**config.mk**
```make
export PLATFORM = sky130hd
export DESIGN_NAME = writeback_arbiter
export DESIGN_NICKNAME = d
export VERILOG_FILES = /design/src/rtl/writeback_arbiter_pkg.sv /design/src/rtl/wb_result_fifo.sv /design/src/rtl/writeback_arbiter.sv
export SDC_FILE = /design/constraint.sdc
export NUM_CORES = 1
export LEC_CHECK = 0
export ABC_AREA = 1
export CELL_PAD_IN_SITES_DETAIL_PLACEMENT = 1
export CELL_PAD_IN_SITES_GLOBAL_PLACEMENT = 2
export CORE_MARGIN = 1.5
export CORE_UTILIZATION = 34
export DETAILED_ROUTE_END_ITERATION = 6
export DONT_BUFFER_PORTS = 1
export GPL_TIMING_DRIVEN = 0
export PLACE_DENSITY_LB_ADDON = 0.1
export SLEW_MARGIN = 20
export SYNTH_ARGS = -nofsm -noshare
export SYNTH_HDL_FRONTEND = slang
export SYNTH_HIERARCHICAL = 1
export SYNTH_SLANG_ARGS = --single-unit
```
**constraint.sdc**
```tcl
create_clock -name clock -period 3.36 [get_ports clock]
set_input_delay 0.672 -clock clock [delete_from_list [all_inputs] [get_ports clock]]
set_output_delay 0.672 -clock clock [all_outputs]
set_load 0.005 [all_outputs]
```
**src/rtl/writeback_arbiter_pkg.sv**
```systemverilog
// rtl/writeback_arbiter_pkg.sv - shared constants and types for the writeback arbiter
//
// Purpose: register-index constants, mult/div exception codes, and the buffered
// writeback entry type shared by writeback_arbiter and wb_result_fifo.
// Ports: none (package).

package writeback_arbiter_pkg;

  localparam int REG_ZERO = 0;
  localparam int RSTATUS  = 30;
  localparam int EXC_MULT = 4;
  localparam int EXC_DIV  = 5;

  typedef struct packed {
    logic        valid;
    logic [4:0]  rd;
    logic [31:0] data;
  } wb_entry_t;

  // One-hot decode of a register index; register 0 is never reported pending.
  function automatic logic [31:0] rd_decode(input logic [4:0] rd);
    logic [31:0] onehot;
    onehot    = 32'd1 << rd;
    onehot[0] = 1'b0;
    return onehot;
  endfunction

endpackage

```
**src/rtl/wb_result_fifo.sv**
```systemverilog
// rtl/wb_result_fifo.sv - circular buffer of mult/div results with kill-by-rd
//
// Purpose: DEPTH-entry circular FIFO of writeback entries. Each slot carries a valid
// bit so a younger pipeline write can kill older buffered results in place; killed
// slots stay as holes and are skipped one per cycle when they reach the head.
// Ports:
//   clock, reset          in   clock, synchronous active-high reset
//   push, push_rd/data    in   enqueue request (ignored when not ready)
//   pop                   in   consume the head entry (only honoured when head_valid)
//   kill, kill_rd         in   invalidate every buffered entry whose rd matches
//   ready                 out  count < DEPTH (combinational from current count)
//   head_valid/rd/data    out  head slot contents, valid only if occupied and not killed
//   pending_mask          out  registered OR of rd-decodes of valid entries

module wb_result_fifo
  import writeback_arbiter_pkg::*;
#(
  parameter int DEPTH = 2
) (
  input  logic        clock,
  input  logic        reset,
  input  logic        push,
  input  logic [4:0]  push_rd,
  input  logic [31:0] push_data,
  input  logic        pop,
  input  logic        kill,
  input  logic [4:0]  kill_rd,
  output logic        ready,
  output logic        head_valid,
  output logic [4:0]  head_rd,
  output logic [31:0] head_data,
  output logic [31:0] pending_mask
);

  localparam int PW = $clog2(DEPTH);
  localparam int CW = PW + 1;

  wb_entry_t       entries     [DEPTH];
  wb_entry_t       entries_nxt [DEPTH];
  logic [PW-1:0]   rd_ptr, rd_ptr_nxt;
  logic [PW-1:0]   wr_ptr, wr_ptr_nxt;
  logic [CW-1:0]   count, count_nxt;
  logic [31:0]     mask_nxt;
  logic            push_ok;
  logic            advance;

  assign ready      = (count < CW'(DEPTH));
  assign head_valid = (count != '0) && entries[rd_ptr].valid;
  assign head_rd    = entries[rd_ptr].rd;
  assign head_data  = entries[rd_ptr].data;
  assign push_ok    = push && ready;

  always_comb begin
    entries_nxt = entries;
    rd_ptr_nxt  = rd_ptr;
    wr_ptr_nxt  = wr_ptr;
    mask_nxt    = '0;

    if (kill) begin
      for (int i = 0; i < DEPTH; i++) begin
        if (entries[i].valid && (entries[i].rd == kill_rd)) begin
          entries_nxt[i].valid = 1'b0;
        end
      end
    end

    // The head moves on either when it is consumed or when it is a hole left by a
    // kill; validity is judged on the current state, so a head killed this cycle is
    // skipped next cycle.
    advance = (count != '0) && ((pop && entries[rd_ptr].valid) || !entries[rd_ptr].valid);
    if (advance) begin
      entries_nxt[rd_ptr].valid = 1'b0;
      rd_ptr_nxt                = rd_ptr + PW'(1);
    end

    // The write slot is never an occupied slot when ready, so writing after the
    // kill loop lets a same-cycle push to the killed rd survive as the younger result.
    if (push_ok) begin
      entries_nxt[wr_ptr] = '{valid: 1'b1, rd: push_rd, data: push_data};
      wr_ptr_nxt          = wr_ptr + PW'(1);
    end

    count_nxt = count + CW'(push_ok) - CW'(advance);

    for (int i = 0; i < DEPTH; i++) begin
      if (entries_nxt[i].valid) begin
        mask_nxt = mask_nxt | rd_decode(entries_nxt[i].rd);
      end
    end
  end

  always_ff @(posedge clock) begin
    if (reset) begin
      for (int i = 0; i < DEPTH; i++) begin
        entries[i] <= '0;
      end
      rd_ptr       <= '0;
      wr_ptr       <= '0;
      count        <= '0;
      pending_mask <= '0;
    end else begin
      entries      <= entries_nxt;
      rd_ptr       <= rd_ptr_nxt;
      wr_ptr       <= wr_ptr_nxt;
      count        <= count_nxt;
      pending_mask <= mask_nxt;
    end
  end

endmodule

```
**src/rtl/writeback_arbiter.sv**
```systemverilog
// rtl/writeback_arbiter.sv - merges pipeline and mult/div results onto the regfile port
//
// Purpose: single regfile write port shared by the MEM/WB pipeline result (absolute
// priority, never stalls) and out-of-order mult/div completions, which are buffered
// when they lose arbitration. Exports a pending-register mask for decode stalls.
// Ports:
//   clock, ctrl_reset                  in   clock, synchronous active-high reset
//   pipe_valid, pipe_rd, pipe_data     in   MEM/WB result
//   md_valid, md_rd, md_data           in   mult/div completion offer
//   md_exception, md_is_div            in   exception flag and unit select
//   md_ready                           out  buffer can accept (combinational)
//   pending_mask                       out  registered mask of buffered destinations
//   ctrl_writeEnable/WriteReg, data_writeReg  out  registered regfile write

module writeback_arbiter
  import writeback_arbiter_pkg::*;
#(
  parameter int DEPTH    = 2,
  parameter int RSTATUS  = writeback_arbiter_pkg::RSTATUS,
  parameter int EXC_MULT = writeback_arbiter_pkg::EXC_MULT,
  parameter int EXC_DIV  = writeback_arbiter_pkg::EXC_DIV
) (
  input  logic        clock,
  input  logic        ctrl_reset,
  input  logic        pipe_valid,
  input  logic [4:0]  pipe_rd,
  input  logic [31:0] pipe_data,
  input  logic        md_valid,
  input  logic [4:0]  md_rd,
  input  logic [31:0] md_data,
  input  logic        md_exception,
  input  logic        md_is_div,
  output logic        md_ready,
  output logic [31:0] pending_mask,
  output logic        ctrl_writeEnable,
  output logic [4:0]  ctrl_writeReg,
  output logic [31:0] data_writeReg
);

  logic [4:0]  md_rd_eff;
  logic [31:0] md_data_eff;
  logic        pipe_win;
  logic        md_push;
  logic        head_pop;
  logic        head_valid;
  logic [4:0]  head_rd;
  logic [31:0] head_data;

  // An exception replaces the completion with a status-register write carrying the
  // unit's exception code; the original destination and data are discarded.
  always_comb begin
    md_rd_eff   = md_rd;
    md_data_eff = md_data;
    if (md_exception) begin
      md_rd_eff   = 5'(RSTATUS);
      md_data_eff = md_is_div ? 32'(EXC_DIV) : 32'(EXC_MULT);
    end
  end

  assign pipe_win = pipe_valid && (pipe_rd != 5'(REG_ZERO));
  // Writes to r0 are handshaken so the unit is not blocked, but never buffered.
  assign md_push  = md_valid && md_ready && (md_rd_eff != 5'(REG_ZERO));
  assign head_pop = !pipe_win && head_valid;

  wb_result_fifo #(
    .DEPTH(DEPTH)
  ) u_fifo (
    .clock        (clock),
    .reset        (ctrl_reset),
    .push         (md_push),
    .push_rd      (md_rd_eff),
    .push_data    (md_data_eff),
    .pop          (head_pop),
    .kill         (pipe_win),
    .kill_rd      (pipe_rd),
    .ready        (md_ready),
    .head_valid   (head_valid),
    .head_rd      (head_rd),
    .head_data    (head_data),
    .pending_mask (pending_mask)
  );

  // Address and data hold their last values on idle cycles; only the enable drops.
  always_ff @(posedge clock) begin
    if (ctrl_reset) begin
      ctrl_writeEnable <= 1'b0;
      ctrl_writeReg    <= '0;
      data_writeReg    <= '0;
    end else if (pipe_win) begin
      ctrl_writeEnable <= 1'b1;
      ctrl_writeReg    <= pipe_rd;
      data_writeReg    <= pipe_data;
    end else if (head_valid) begin
      ctrl_writeEnable <= 1'b1;
      ctrl_writeReg    <= head_rd;
      data_writeReg    <= head_data;
    end else begin
      ctrl_writeEnable <= 1'b0;
    end
  end

endmodule

```
======== Word-level counts from Yosys, hierarchy flattened ========
Index checks and enable logic that the tools add are counted.
cells by class
  reductions and logical operators ........ 19
  bitwise gates (word level) .............. 3
  equality and inequality tests ........... 2
  shifts and indexed selects .............. 2
  $add $sub $neg .......................... 4
  mux-type cells .......................... 26
  order comparisons ....................... 5
operators by type and width
  operator                                                               number
  38-bit two-way mux                                                     5
  32-bit two-way mux                                                     5
  76-bit bitwise mux                                                     2
  76-bit two-way mux                                                     2
  38-bit demux with 1-bit select                                         2
  1-bit by 5-bit left shift with 32-bit output (first input constant)    2
  32-bit bitwise OR                                                      1
  5-bit two-way mux                                                      3
  1-bit logical AND                                                      12
  5-bit equality test                                                    2
  5-bit nonzero test                                                     2
  1-bit two-way mux                                                      7
  2-bit greater-or-equal comparator (second input constant)              2
  2-bit by 1-bit < comparator with 1-bit output (second input constant)  2
  1-bit inverter with 2-bit output                                       2
  2-bit nonzero test                                                     2
  1-bit adder (second input constant)                                    2
  2-bit by 1-bit adder with 2-bit output                                 1
  1-bit zero test                                                        2
  2-bit < comparator (second input constant)                             1
  2-bit by 1-bit subtractor with 2-bit output                            1
  1-bit logical OR                                                       1
storage, ports and cells
  input bits .............................. 80
  register bits after elaboration ......... 150
  output and inout port bits .............. 71

======== Logic depth before layout (Yosys ltp) ========
Gate-level depths: netlist (run 1).
  word-level depth ........................ 16
  gate-level depth with buffers ........... 18

======== By module ========
Netlist (run 1), hierarchy kept.
modules (own cells, without submodules)
  module             cells each  times used  seq. area each (µm²)  area each (µm²)
  wb_result_fifo     710         1           2222.1                4979.8
  writeback_arbiter  442         1           760.7                 2503.7

======== Worst setup path after synthesis (run 1) ========
Ideal clock, no wire load.
  path kind ............................... register to register
  from .................................... reg u_fifo.count[1]
  to ...................................... reg u_fifo.count[1]
  required time ........................... 3.235 ns
  period minus slack after synthesis ...... 2.531 ns
  setup slack ............................. 0.829 ns
  arrival ................................. 2.406 ns
  path buffers ............................ 2
  stages on the path, launching flop included .. 17
  path through ............................ dfxtp_1 > or2_2 > and2_1 > inv_1 > buf_2 > buf_1 > nor2_1 > inv_1 > nand2_1 > nand2_1 > inv_1 > ha_1 > inv_1 > ha_1 > xor2_1 > o21ai_0 > a21oi_1
on the way
  cells in the longest elaborated chain, start to end .. 7
  elaborated cells between the ends (all ways) .. 12
ends and longest elaborated chain
  element                                      line                     RTL
  start, declared                              wb_result_fifo.sv:42     logic [CW-1:0] count, count_nxt;
  start signal, assigned                       wb_result_fifo.sv:105    count <= count_nxt;
  2-bit nonzero test                           wb_result_fifo.sv:48     assign head_valid = (count != '0) && entries[rd_ptr].valid;
  1-bit logical AND                            wb_result_fifo.sv:48
  named net head_valid                         writeback_arbiter.sv:45  logic head_valid;
  1-bit logical AND                            writeback_arbiter.sv:63  assign head_pop = !pipe_win && head_valid;
  named net head_pop                           writeback_arbiter.sv:44  logic head_pop;
  1-bit logical AND                            wb_result_fifo.sv:70     advance = (count != '0) && ((pop && entries[rd_ptr].valid) || !entries[rd_ptr].valid);
  1-bit logical OR                             wb_result_fifo.sv:70
  1-bit logical AND                            wb_result_fifo.sv:70
  2-bit by 1-bit subtractor with 2-bit output  wb_result_fifo.sv:83     count_nxt = count + CW'(push_ok) - CW'(advance);
The timed path passes the listed nets, and every way through them passes these cells.
A chain may end at the register's enable or synchronous reset.

======== Final worst setup path (run 1) ========
Same ends and word-level chain as after synthesis.

==> results of run 1 <==
-- cell type report --
type / instances / share of cell area [%]
buffer: 74 / 4.48
clock inverter: 13 / 1.81
inverter: 177 / 7.95
multi-input combinational: 752 / 41.0
tap: 280 / 4.16
sequential: 149 / 35.4
clock buffer: 18 / 5.10
-- worst reg2reg max path: stages (launching register included) --
cell and delay [ps]:
dfxtp_1 360, or2_2 330, and2_1 180, inv_1 130, buf_2 250, buf_1 440
nor2_1 100, inv_1 70, nand2_1 80, nand2_1 80, inv_1 50, ha_1 260
inv_1 40, ha_1 170, xor2_1 150, o21ai_0 170, a21oi_1 60
-- sequential cells by signal, summed over array words and instances (netlist names) --
register             count
ctrl_writeEnable         1
ctrl_writeReg            5
data_writeReg           32
u_fifo/count             2
u_fifo/entries          76
u_fifo/pending_mask     31
u_fifo/rd_ptr            1
u_fifo/wr_ptr            1
-- worst paths after layout --
| kind | start | endpoint | cells after the start |
|---|---|---|---|
| setup / recovery | u_fifo/count[1]$_SDFF_PP0_ | u_fifo/count[1]$_SDFF_PP0_ | 16 |
| hold / removal | u_fifo/entries[46]$_SDFFE_PP0P_ | u_fifo/entries[46]$_SDFFE_PP0P_ | 2 |
| setup reg to reg | u_fifo/count[1]$_SDFF_PP0_ | u_fifo/count[1]$_SDFF_PP0_ | 16 |
| hold reg to reg | u_fifo/entries[46]$_SDFFE_PP0P_ | u_fifo/entries[46]$_SDFFE_PP0P_ | 2 |
-- cells by family (layout without fill, tap and decap cells) --
group                      after synthesis  in the layout
and+or+nand+nor                        556            556
buffers and inverters                  251            282
DFF                                    149            149
adders and majority gates                2              2
AOI/OAI and AO/OA                      192            192
other                                    1              1
xor gates and xnor gates                 1              1
-- through the flow --
step	util, %	instance area [µm²]	setup WS, ps	power, W
finish	38.8	8420	315	0.00573
global route	38.8	8420	37.0	0.00607
CTS	38.8	8420	288	0.00578
detailed placement	36.1	7830	217	0.00385
global placement	36.1	7830	246	0.00383
floorplan	-	7480	829	0.00328
-- per-layer routing --
metal	routed length [µm]	share of wire [%]	vias up
li1	-	-	3642
met1	12900	51	3320
met2	10700	43	145
met3	1330	5.3	15
met4	225	0.90	0
met5	0	0	-
-- power by group through the flow --
stage	combinational, W	clock [W]	sequential (W)
4_1_cts	0.00169	0.00196	0.00214
6_report	0.00167	0.00191	0.00214
3_5_place_dp	0.00168	0	0.00218
5_1_grt	0.00188	0.00202	0.00216
3_3_place_gp	0.00166	0	0.00217
2_1_floorplan	0.00115	0	0.00213
-- layout by cell type, fill, tap and decap left out, types with 4 or more instances in the layout --
| cell type | Yosys | routed |
|---|---|---|
| nand2_2 | 4 | 4 |
| o21ai_0 | 105 | 105 |
| o21ai_1 | 12 | 12 |
| buf_4 | 4 | 4 |
| or2_2 | 4 | 4 |
| a21oi_1 | 69 | 69 |
| nand3_1 | 143 | 143 |
| inv_2 | 6 | 6 |
| buf_1 | 4 | 4 |
| clkinv_4 | 0 | 5 |
| nand4_1 | 11 | 11 |
| o21ai_2 | 4 | 4 |
| clkbuf_16 | 0 | 17 |
| dfxtp_1 | 149 | 149 |
| buf_6 | 8 | 8 |
| nor2_1 | 144 | 144 |
| nor2_2 | 4 | 4 |
| clkbuf_1 | 39 | 40 |
| buf_2 | 19 | 19 |
| nand2_1 | 235 | 235 |
| inv_1 | 169 | 169 |
==> metrics.md, run 1 <==
| Metric | Value |
|---|---|
| Asr flop ratio synth | `0%` |
| Pwr Density | `680 nW/µm²` |
| Setup Buffers After CTS | `0` |
| Adder-cell area share of the yosys netlist | `less than 1%` |
| Vias per cell | `~4.9` |
| Clock power share | `around a third` |
| Worst Hold Class | `reg -> reg` |
| Area Growth Syn to Fin | `12.5%` |
| Row count | `54` |
| R2R Setup Slk | `320 ps` |
| Min Tclk post-route | `roughly 3000 ps` |
| Max Fclk | `328 MHz` |
| Worst Clk Skew | `11.4 ps` |
| Met2 Usage GRT | `between 30% and 40%` |
| Mapped cell area | `7480 µm²` |
| Setup_tns | `0 ps` |
| Largest net degree at the start of global routing | `17` |
| # clock sinks | `approximately 150` |
| Hpwl dp | `approximately 19000 µm` |
| VDD IR max | `0.000311 V` |
| Synth Area in Compound Gates | `13.3%` |
| Initial antenna violation count | `0` |
| Routability Congestion | `0.840` |
| Synth cell count leaders | `nand2_1 (235), inv_1 (169), dfxtp_1 (149)` |
| Post-synthesis cell type count | `31` |
| Mux cell area share after synthesis | `0%` |
| Syn Area/Cell | `roughly 6.5 µm²` |
| Max Slew Vio Count | `0` |
| Setup-failing EPs final | `0` |
| Post-synthesis xor/xnor area fraction | `0.117%` |
| Actual slew at the worst max-slew pin | `747 ps` |
| Sw Ratio | `38.1%` |
| Largest family of logic cells by synthesized area | `simple AND/OR/NAND/NOR gates` |
| Ys flop type | `dfxtp_1` |
| I/O pin count | `151` |
| Net Sw Power | `0.00218 W` |
| Fraction of layout cells with a size suffix above 1 | `8.03%` |
| Initial DRC count | `approximately 330` |
| Total grt overflow | `0` |
| Bufs on Longest Clock Path | `2` |
| Final Non-Filler Cells | `1463` |
| Full die area | `22900 µm²` |
| Clock Root Buffer | `clkbuf_16` |
| Worst-skew pair later-pin latency | `between 400 and 500 ps` |
| Hold_buf cts | `0` |
| Met1 Use GR | `33.0%` |
| WL final | `25100 µm` |
| Buf/Inv on CP | `6` |
| Synth warn | `6` |
| ANT nets after route | `0` |
| IO Port Bufs | `0` |
| Most frequent cell after synthesis | `nand2_1` |
| Synth top area cells | `dfxtp_1 (40%), nand2_1 (12%), nand3_1 (9.6%)` |
| Fillers | `2848` |
| Drt pass-1 iters | `5` |
| Dpl cells | `roughly 1400` |
| CTS buffer count | `17` |
| Die span in x | `151 µm` |
| Final Net Count | `1253` |
| Endpoint class of the critical path | `register` |
| Hold Vio Cnt, Final | `0` |
| Multi-input combinational cell area | `around 3500 µm²` |
| Slew HR | `50.2%` |
| Post_cts resized | `0` |
| Number of synthesized flops with an enable pin | `0` |
| Max Cap Viol | `0` |
| WL/cell | `between 15 and 20 µm` |
| Crit-path cells | `or2_2, and2_1, inv_1, buf_2, buf_1, nor2_1, inv_1, nand2_1, nand2_1, inv_1, ha_1, inv_1, ha_1, xor2_1, o21ai_0, a21oi_1` |
| Logic pwr share | `29.2%` |
| Worst EP arrival | `3350 ps` |
| Register area | `2980 µm²` |
| Synth top area share | `between 30% and 40%` |
| Syn_nets | `1234` |
| CTS clk-pin slew, worst paths | `approximately 70 ps` |
| Startpoint types | `register` |
| Seq/Total Area, Yosys | `39.9%` |
| Vias | `between 7000 and 8000` |
| RSZ-0062 raised after global routing | `false` |
| DRC viols | `0` |
| CTS tree | `done` |
| Post-synthesis simple-gate area fraction | `32.3%` |
| Global-route wire length before repair | `39600 µm` |
| Grt peak-use layer | `met2` |
| H-tree levels | `4` |
| Synth area leader | `dfxtp_1` |
| Worst endpoint required time | `3660 ps` |
| Tcrit/Tclk final | `90.6%` |
| Int Power | `0.00354 W` |
| Met3 GRT Util | `4.13%` |
| Vias in the first global route | `7178` |
| Cell mode on critical path | `inv_1` |
| Cells after synthesis | `1152` |
| LEAKAGE | `4.00 nW` |
| Tot GR Track Use | `22.7%` |
| Worst hold slack | `453 ps` |
| Antenna diodes | `0` |
| CP Class | `reg -> reg` |
| Crit-path leading delay family | `buffers and inverters` |
| Die height | `151 µm` |
| #FFs+latches synth | `149` |
| CP max stage delay | `roughly 440 ps` |
| Worst Path Max Fanout | `10` |
| Starting Density | `between 30% and 40%` |
| Sequential share of power | `37.3%` |
| Outcome | `finished clean` |
| Core footprint | `21700 µm²` |
| Slowest CP cell | `buf_1` |
Power figures use the tool's default switching activity.
==> run 2, diff against run 1 <==
- BUFFER_PORTS_ARGS: not set -> -buffer_cell sky130_fd_sc_hd__buf_4
- CORE_MARGIN: 1.5 -> 3
- CORE_UTILIZATION: 34 -> 29
- DONT_BUFFER_PORTS: 1 -> not set
==> metrics.md, run 2 (same netlist as run 1, synthesis figures left out) <==
| Metric | Value |
|---|---|
| CTS buffer count | `17 (unchanged)` |
| Startpoint types | `register` |
| DRC viols | `0 (unchanged)` |
| Slew HR | `52.2% (+2.0 points)` |
| Fillers | `3303 (+16%)` |
| Total grt overflow | `0 (unchanged)` |
| Highest-count cells in the layout ignoring fill and taps | `nand2_1 (235), inv_1 (169), buf_4 (151)` |
| VDD IR max | `0.000233 V (-25%)` |
| CTS clk-pin slew, worst paths | `60 ps (about the same)` |
| Initial antenna violation count | `0 (unchanged)` |
| R2R depth | `15 (-1)` |
| Vias per cell | `4.62 (-5.0%)` |
| Worst-skew pair later-pin latency | `430 ps (about the same)` |
| Bufs on Longest Clock Path | `2 (unchanged)` |
| # clock sinks | `149 (unchanged)` |
| Final Net Count | `1399 (+12%)` |
| Die height | `167 µm (+10%)` |
| Tot GR Track Use | `19.4% (-3.4 points)` |
| Hold Path End | `u_fifo/entries[64]$_SDFFE_PP0P_` |
| Row count | `58 (+7.4%)` |
| IO Port Bufs | `147 (+147)` |
| CP Class | `reg -> reg` |
| Clock Root Buffer | `clkbuf_16` |
| Setup-failing EPs final | `0 (unchanged)` |
| Largest registers | `u_fifo/entries: 76 flops, data_writeReg: 32 flops, u_fifo/pending_mask: 31 flops` |
| Outcome | `finished clean` |
| Worst Hold Class | `reg -> reg` |
| Max Slew Vio Count | `0 (unchanged)` |
| Die span in x | `167 µm (+10%)` |
| Routability Congestion | `0.841 (about the same)` |
| Critical R2R Capture | `u_fifo/count[1]$_SDFF_PP0_` |
| Max reg flops | `76 (unchanged)` |
| Top reg by flops | `u_fifo/entries` |
| Worst EP arrival | `3040 ps (-310 ps)` |
| Tcrit/Tclk final | `81.4% (-9.2 points)` |
| Worst endpoint required time | `3660 ps (about the same)` |
| Max Cap Viol | `0 (unchanged)` |
| Core footprint | `25300 µm² (+16%)` |
| Global-route wire length before repair | `43300 µm (+9.3%)` |
| R2R Path Start | `u_fifo/count[1]$_SDFF_PP0_` |
| Vias | `7674 (+7.8%)` |
| Setup_tns | `0 ps (unchanged)` |
| Multi-input combinational cell area | `3450 µm² (unchanged)` |
| Endpoint class of the critical path | `register` |
| CTS tree | `done` |
| Setup Buffers After CTS | `0 (unchanged)` |
| Pwr Density | `616 nW/µm² (-9.5%)` |
| Worst Path Max Fanout | `19 (+9)` |
| Full die area | `27800 µm² (+21%)` |
| Hold path depth | `2 (unchanged)` |
| Antenna diodes | `0 (unchanged)` |
| Post_cts resized | `0 (unchanged)` |
| Area Growth Syn to Fin | `28.1%` |
| Actual slew at the worst max-slew pin | `709 ps (-38.2 ps)` |
| Hold_buf cts | `0 (unchanged)` |
| Max Fclk | `366 MHz (+11%)` |
| Hold Vio Cnt, Final | `0 (unchanged)` |
| H-tree levels | `4 (unchanged)` |
| ANT nets after route | `0 (unchanged)` |
| Hpwl dp | `20400 µm (+8.3%)` |
| Drt pass-1 iters | `5 (unchanged)` |
| Fraction of layout cells with a size suffix above 1 | `18.3% (+10 points)` |
| I/O pin count | `151 (unchanged)` |
| LEAKAGE | `4.75 nW (+19%)` |
| Worst Clk Skew | `9.33 ps (-2.09 ps)` |
| Largest net degree at the start of global routing | `17 (unchanged)` |
| Worst hold slack | `448 ps (-4.90 ps)` |
| WL/cell | `16.1 µm (-6.3%)` |
| WL final | `26700 µm (+6.4%)` |
| Hold wc startpoint | `u_fifo/entries[64]$_SDFFE_PP0P_` |
| R2R Setup Slk | `630 ps (+310 ps)` |
| Most common cell after layout, fill and taps aside | `nand2_1` |
| Min Tclk post-route | `2730 ps (-311 ps)` |
| Starting Density | `29.6% (-4.9 points)` |
| Register area | `2980 µm² (unchanged)` |
| RSZ-0062 raised after global routing | `false` |
| Initial DRC count | `388 (+19%)` |
| Vias in the first global route | `7802 (+8.7%)` |
## run 2: per-layer routing
metal / GRT usage (%) / part of all wire [%]
met1: 29.3 / 53
met3: 3.06 / 4.4
met5: 0 / 0
met4: 4.63 / 1.2
met2: 28.8 / 42
## run 2: worst max-delay path by stage
stage | from | end | slack [ps] | depth (start not counted)
floorplan | u_fifo/count[1]$_SDFF_PP0_ | u_fifo/count[1]$_SDFF_PP0_ | 830 | 16
global placement | md_exception | u_fifo/pending_mask[16]$_SDFF_PP0_ | 320 | 13
detailed placement | md_exception | u_fifo/pending_mask[16]$_SDFF_PP0_ | 290 | 13
CTS | u_fifo/count[1]$_SDFF_PP0_ | u_fifo/count[1]$_SDFF_PP0_ | 310 | 16
global route | u_fifo/rd_ptr$_SDFFE_PP0N_ | u_fifo/count[1]$_SDFF_PP0_ | 320 | 17
finish | u_fifo/count[1]$_SDFF_PP0_ | u_fifo/count[1]$_SDFF_PP0_ | 630 | 15
## run 2: through the flow
stage / power (W) / instances / setup slack, ps / instance area (µm²) / util (%)
after global placement: 0.00399 / 1629 / 320 / 9000 / 35.6
after detailed placement: 0.00401 / 1629 / 291 / 9000 / 35.6
after global routing: 0.00630 / 1660 / 317 / 9580 / 38.0
after CTS: 0.00597 / 1661 / 312 / 9590 / 38.0
after floorplan: 0.00328 / 1152 / 829 / 7480 / -
final: 0.00590 / 1660 / 626 / 9580 / 38.0
## run 2: final cells by class
type | instances | area share (%)
tap | 330 | 4.31
clock buffer | 19 | 4.73
inverter | 177 | 6.98
multi-input combinational | 752 | 36.0
buffer | 73 | 3.89
clock inverter | 13 | 1.41
sequential | 149 | 31.1
timing repair buffer | 147 | 11.5
## run 2: worst max-delay path, cell delays in order, from the launching register on
cell     delay (ps)
dfxtp_1         360
or2_2           330
and2_1          190
inv_1           140
buf_2           380
nor2_1          100
inv_1            60
nand2_1          80
nand2_1          90
inv_1            50
ha_1            260
inv_1            40
ha_1            180
xor2_1          150
o21ai_0         150
a21oi_1          50
## run 2: power breakdown
group	internal, W	total (W)	switching, W
Clock	0.00108	0.00193	0.000849
Combinational	0.000545	0.00184	0.00129
Sequential	0.00201	0.00213	0.000122
Total	0.00364	0.00590	0.00226
==> run 3, diff against run 2 <==
- clock period: 3.36 -> 2.7 ns (I/O delays scaled with it)
==> metrics.md, run 3 (same netlist as run 1, synthesis figures left out) <==
| Metric | Value |
|---|---|
| Slew HR | `52.2% (about the same)` |
| Hold Vio Cnt, Final | `0 (unchanged)` |
| ANT nets after route | `0 (unchanged)` |
| CTS clk-pin slew, worst paths | `70 ps (about the same)` |
| Antenna diodes | `0 (unchanged)` |
| CTS tree | `done` |
| Endpoint class of the critical path | `register` |
| RSZ-0062 raised after global routing | `false` |
| CP max stage delay | `360 ps (-20 ps)` |
| I/O pin count | `151 (unchanged)` |
| WL/cell | `16.1 µm (about the same)` |
| Setup Buffers After CTS | `0 (unchanged)` |
| Slowest CP cell | `dfxtp_1` |
| Total grt overflow | `0 (unchanged)` |
| Post-route setup slack | `230 ps (-396 ps)` |
| Die span in x | `167 µm (unchanged)` |
| Int Power | `0.00453 W (+25%)` |
| Min Tclk post-route | `2470 ps (-264 ps)` |
| Sw Ratio | `38.3% (-0.056 points)` |
| Max Slew Vio Count | `0 (unchanged)` |
| Die height | `167 µm (unchanged)` |
| Pwr Density | `766 nW/µm² (+24%)` |
| Global-route wire length before repair | `43300 µm (about the same)` |
| Pre-CTS setup slack | `-326 ps (-617 ps)` |
| Post-route cell area | `9600 µm² (+0.12%)` |
| Largest net degree at the start of global routing | `20 (+3)` |
| Fraction of layout cells with a size suffix above 1 | `18.5% (+0.15 points)` |
| Cell mode on critical path | `inv_1` |
| WL final | `26700 µm (about the same)` |
| CTS buffer count | `17 (unchanged)` |
| Sequential share of power | `36.1% (about the same)` |
| Max reg flops | `76 (unchanged)` |
| Most common cell after layout, fill and taps aside | `nand2_1` |
| Hpwl dp | `20400 µm (unchanged)` |
| Clock power share | `32.7% (about the same)` |
| Highest-count cells in the layout ignoring fill and taps | `nand2_1 (235), inv_1 (168), buf_4 (151)` |
| Worst EP arrival | `2780 ps (-260 ps)` |
| Bufs on Longest Clock Path | `2 (unchanged)` |
| Worst Clk Skew | `9.42 ps (+0.0882 ps)` |
| Drt pass-1 iters | `5 (unchanged)` |
| H-tree levels | `4 (unchanged)` |
| Core footprint | `25300 µm² (unchanged)` |
| R2R Setup Slk | `230 ps (-400 ps)` |
| Worst-skew pair later-pin latency | `430 ps (about the same)` |
| DP Area | `9000 µm² (unchanged)` |
| Tot GR Track Use | `19.4% (about the same)` |
| Max Cap Viol | `0 (unchanged)` |
| LEAKAGE | `4.76 nW (+0.12%)` |
| Outcome | `finished clean` |
| Vias per cell | `4.62 (-0.14%)` |
| Max Fclk | `405 MHz (+11%)` |
| Area Growth Syn to Fin | `28.2%` |
| Logic pwr share | `31.2% (about the same)` |
| Actual slew at the worst max-slew pin | `709 ps (-0.0194 ps)` |
| Clock Root Buffer | `clkbuf_16` |
| Crit-path cells | `or2_2, and2_1, inv_2, buf_8, nor2_1, inv_1, nand2_1, nand2_1, inv_1, ha_1, inv_1, ha_1, xor2_1, o21ai_0, a21oi_1` |
| CP Class | `reg -> reg` |
| Top reg by flops | `u_fifo/entries` |
| Net Sw Power | `0.00282 W (+24%)` |
| Vias | `7663 (-0.14%)` |
| IO Port Bufs | `147 (unchanged)` |
| Worst Hold Class | `in -> reg` |
| Starting Density | `29.6% (unchanged)` |
| Vias in the first global route | `7796 (-0.077%)` |
| Worst Path Max Fanout | `19 (unchanged)` |
| Initial DRC count | `415 (+7.0%)` |
| VDD IR max | `0.000290 V (+25%)` |
| Tcrit/Tclk final | `91.5% (+10 points)` |
| Initial antenna violation count | `0 (unchanged)` |
| Worst hold slack | `438 ps (-10.3 ps)` |
| Full die area | `27800 µm² (unchanged)` |
| Row count | `58 (unchanged)` |
| Worst endpoint required time | `3010 ps (-650 ps)` |
| Largest registers | `u_fifo/entries: 76 flops, data_writeReg: 32 flops, u_fifo/pending_mask: 31 flops` |
| Routability Congestion | `0.841 (unchanged)` |
| Startpoint types | `register` |
| Hold_buf cts | `0 (unchanged)` |
| Setup-failing EPs final | `0 (unchanged)` |
| Final Net Count | `1399 (unchanged)` |
| # clock sinks | `149 (unchanged)` |
| DRC viols | `0 (unchanged)` |
run 3: cell counts in the layout (fill, tap and decap cells not counted):
No cell type changed its count.
run 3: power by group through the flow:
stage	sequential [W]	clock [W]	combinational, W
6_report	0.00265	0.00241	0.00229
5_1_grt	0.00269	0.00257	0.00259
4_1_cts	0.00265	0.00247	0.00230
3_5_place_dp	0.00270	0	0.00229
3_3_place_gp	0.00269	0	0.00228
2_1_floorplan	0.00265	0	0.00143
run 3: stage by stage:
stage	TNS, ps	util (%)	total power [W]	cells
4_1_cts	0	38.0	0.00742	1660
5_1_grt	0	38.0	0.00785	1660
6_report	0	38.0	0.00735	1660
3_3_place_gp	-5780	35.6	0.00497	1629
2_1_floorplan	0	-	0.00408	1152
3_5_place_dp	-6340	35.6	0.00499	1629
run 3: path summary, 6_finish.rpt:
check | from | end | cells past startpoint
max | u_fifo/count[1]$_SDFF_PP0_ | u_fifo/count[1]$_SDFF_PP0_ | 15
min | pipe_rd[4] | ctrl_writeReg[4]$_SDFFE_PP0P_ | 5
min reg2reg | u_fifo/entries[64]$_SDFFE_PP0P_ | u_fifo/entries[64]$_SDFFE_PP0P_ | 2
max reg2reg | u_fifo/count[1]$_SDFF_PP0_ | u_fifo/count[1]$_SDFF_PP0_ | 15
run 3: layout make-up:
class | count | area (µm²)
plain buffers | 73 | 383
clock buffers | 19 | 453
clock inverters | 13 | 135
fillers | 3303 | 15700
inverters | 177 | 669
multi-input cells | 752 | 3450
flip-flops and latches | 149 | 2980
well taps | 330 | 413
repair buffers | 147 | 1100
run 3: what timing repair did:
item / 4_1_cts / 5_1_grt
endpoints found under the setup margin: 33 / 6
pin swaps: 0 / 0
endpoints found under the hold margin: 0 / 0
gates resized for setup: 1 / 4
run 3: critical path, delay by kind of cell (launching register included):
kind	cells	cell delay [ps]
flip-flops	1	360
AND/OR/NAND/NOR	5	770
XOR/XNOR	1	150
AO/OA/AOI/OAI	2	200
buffers and inverters	5	430
adder cells (fa/ha/maj)	2	440
run 3: layer usage:
metal / up-vias / wire, µm / global-route usage (%)
li1: 3940 / - / -
met5: - / 0 / 0
met1: 3519 / 14000 / 29.3
met3: 23 / 1230 / 3.06
met4: 0 / 316 / 4.63
met2: 181 / 11100 / 28.7
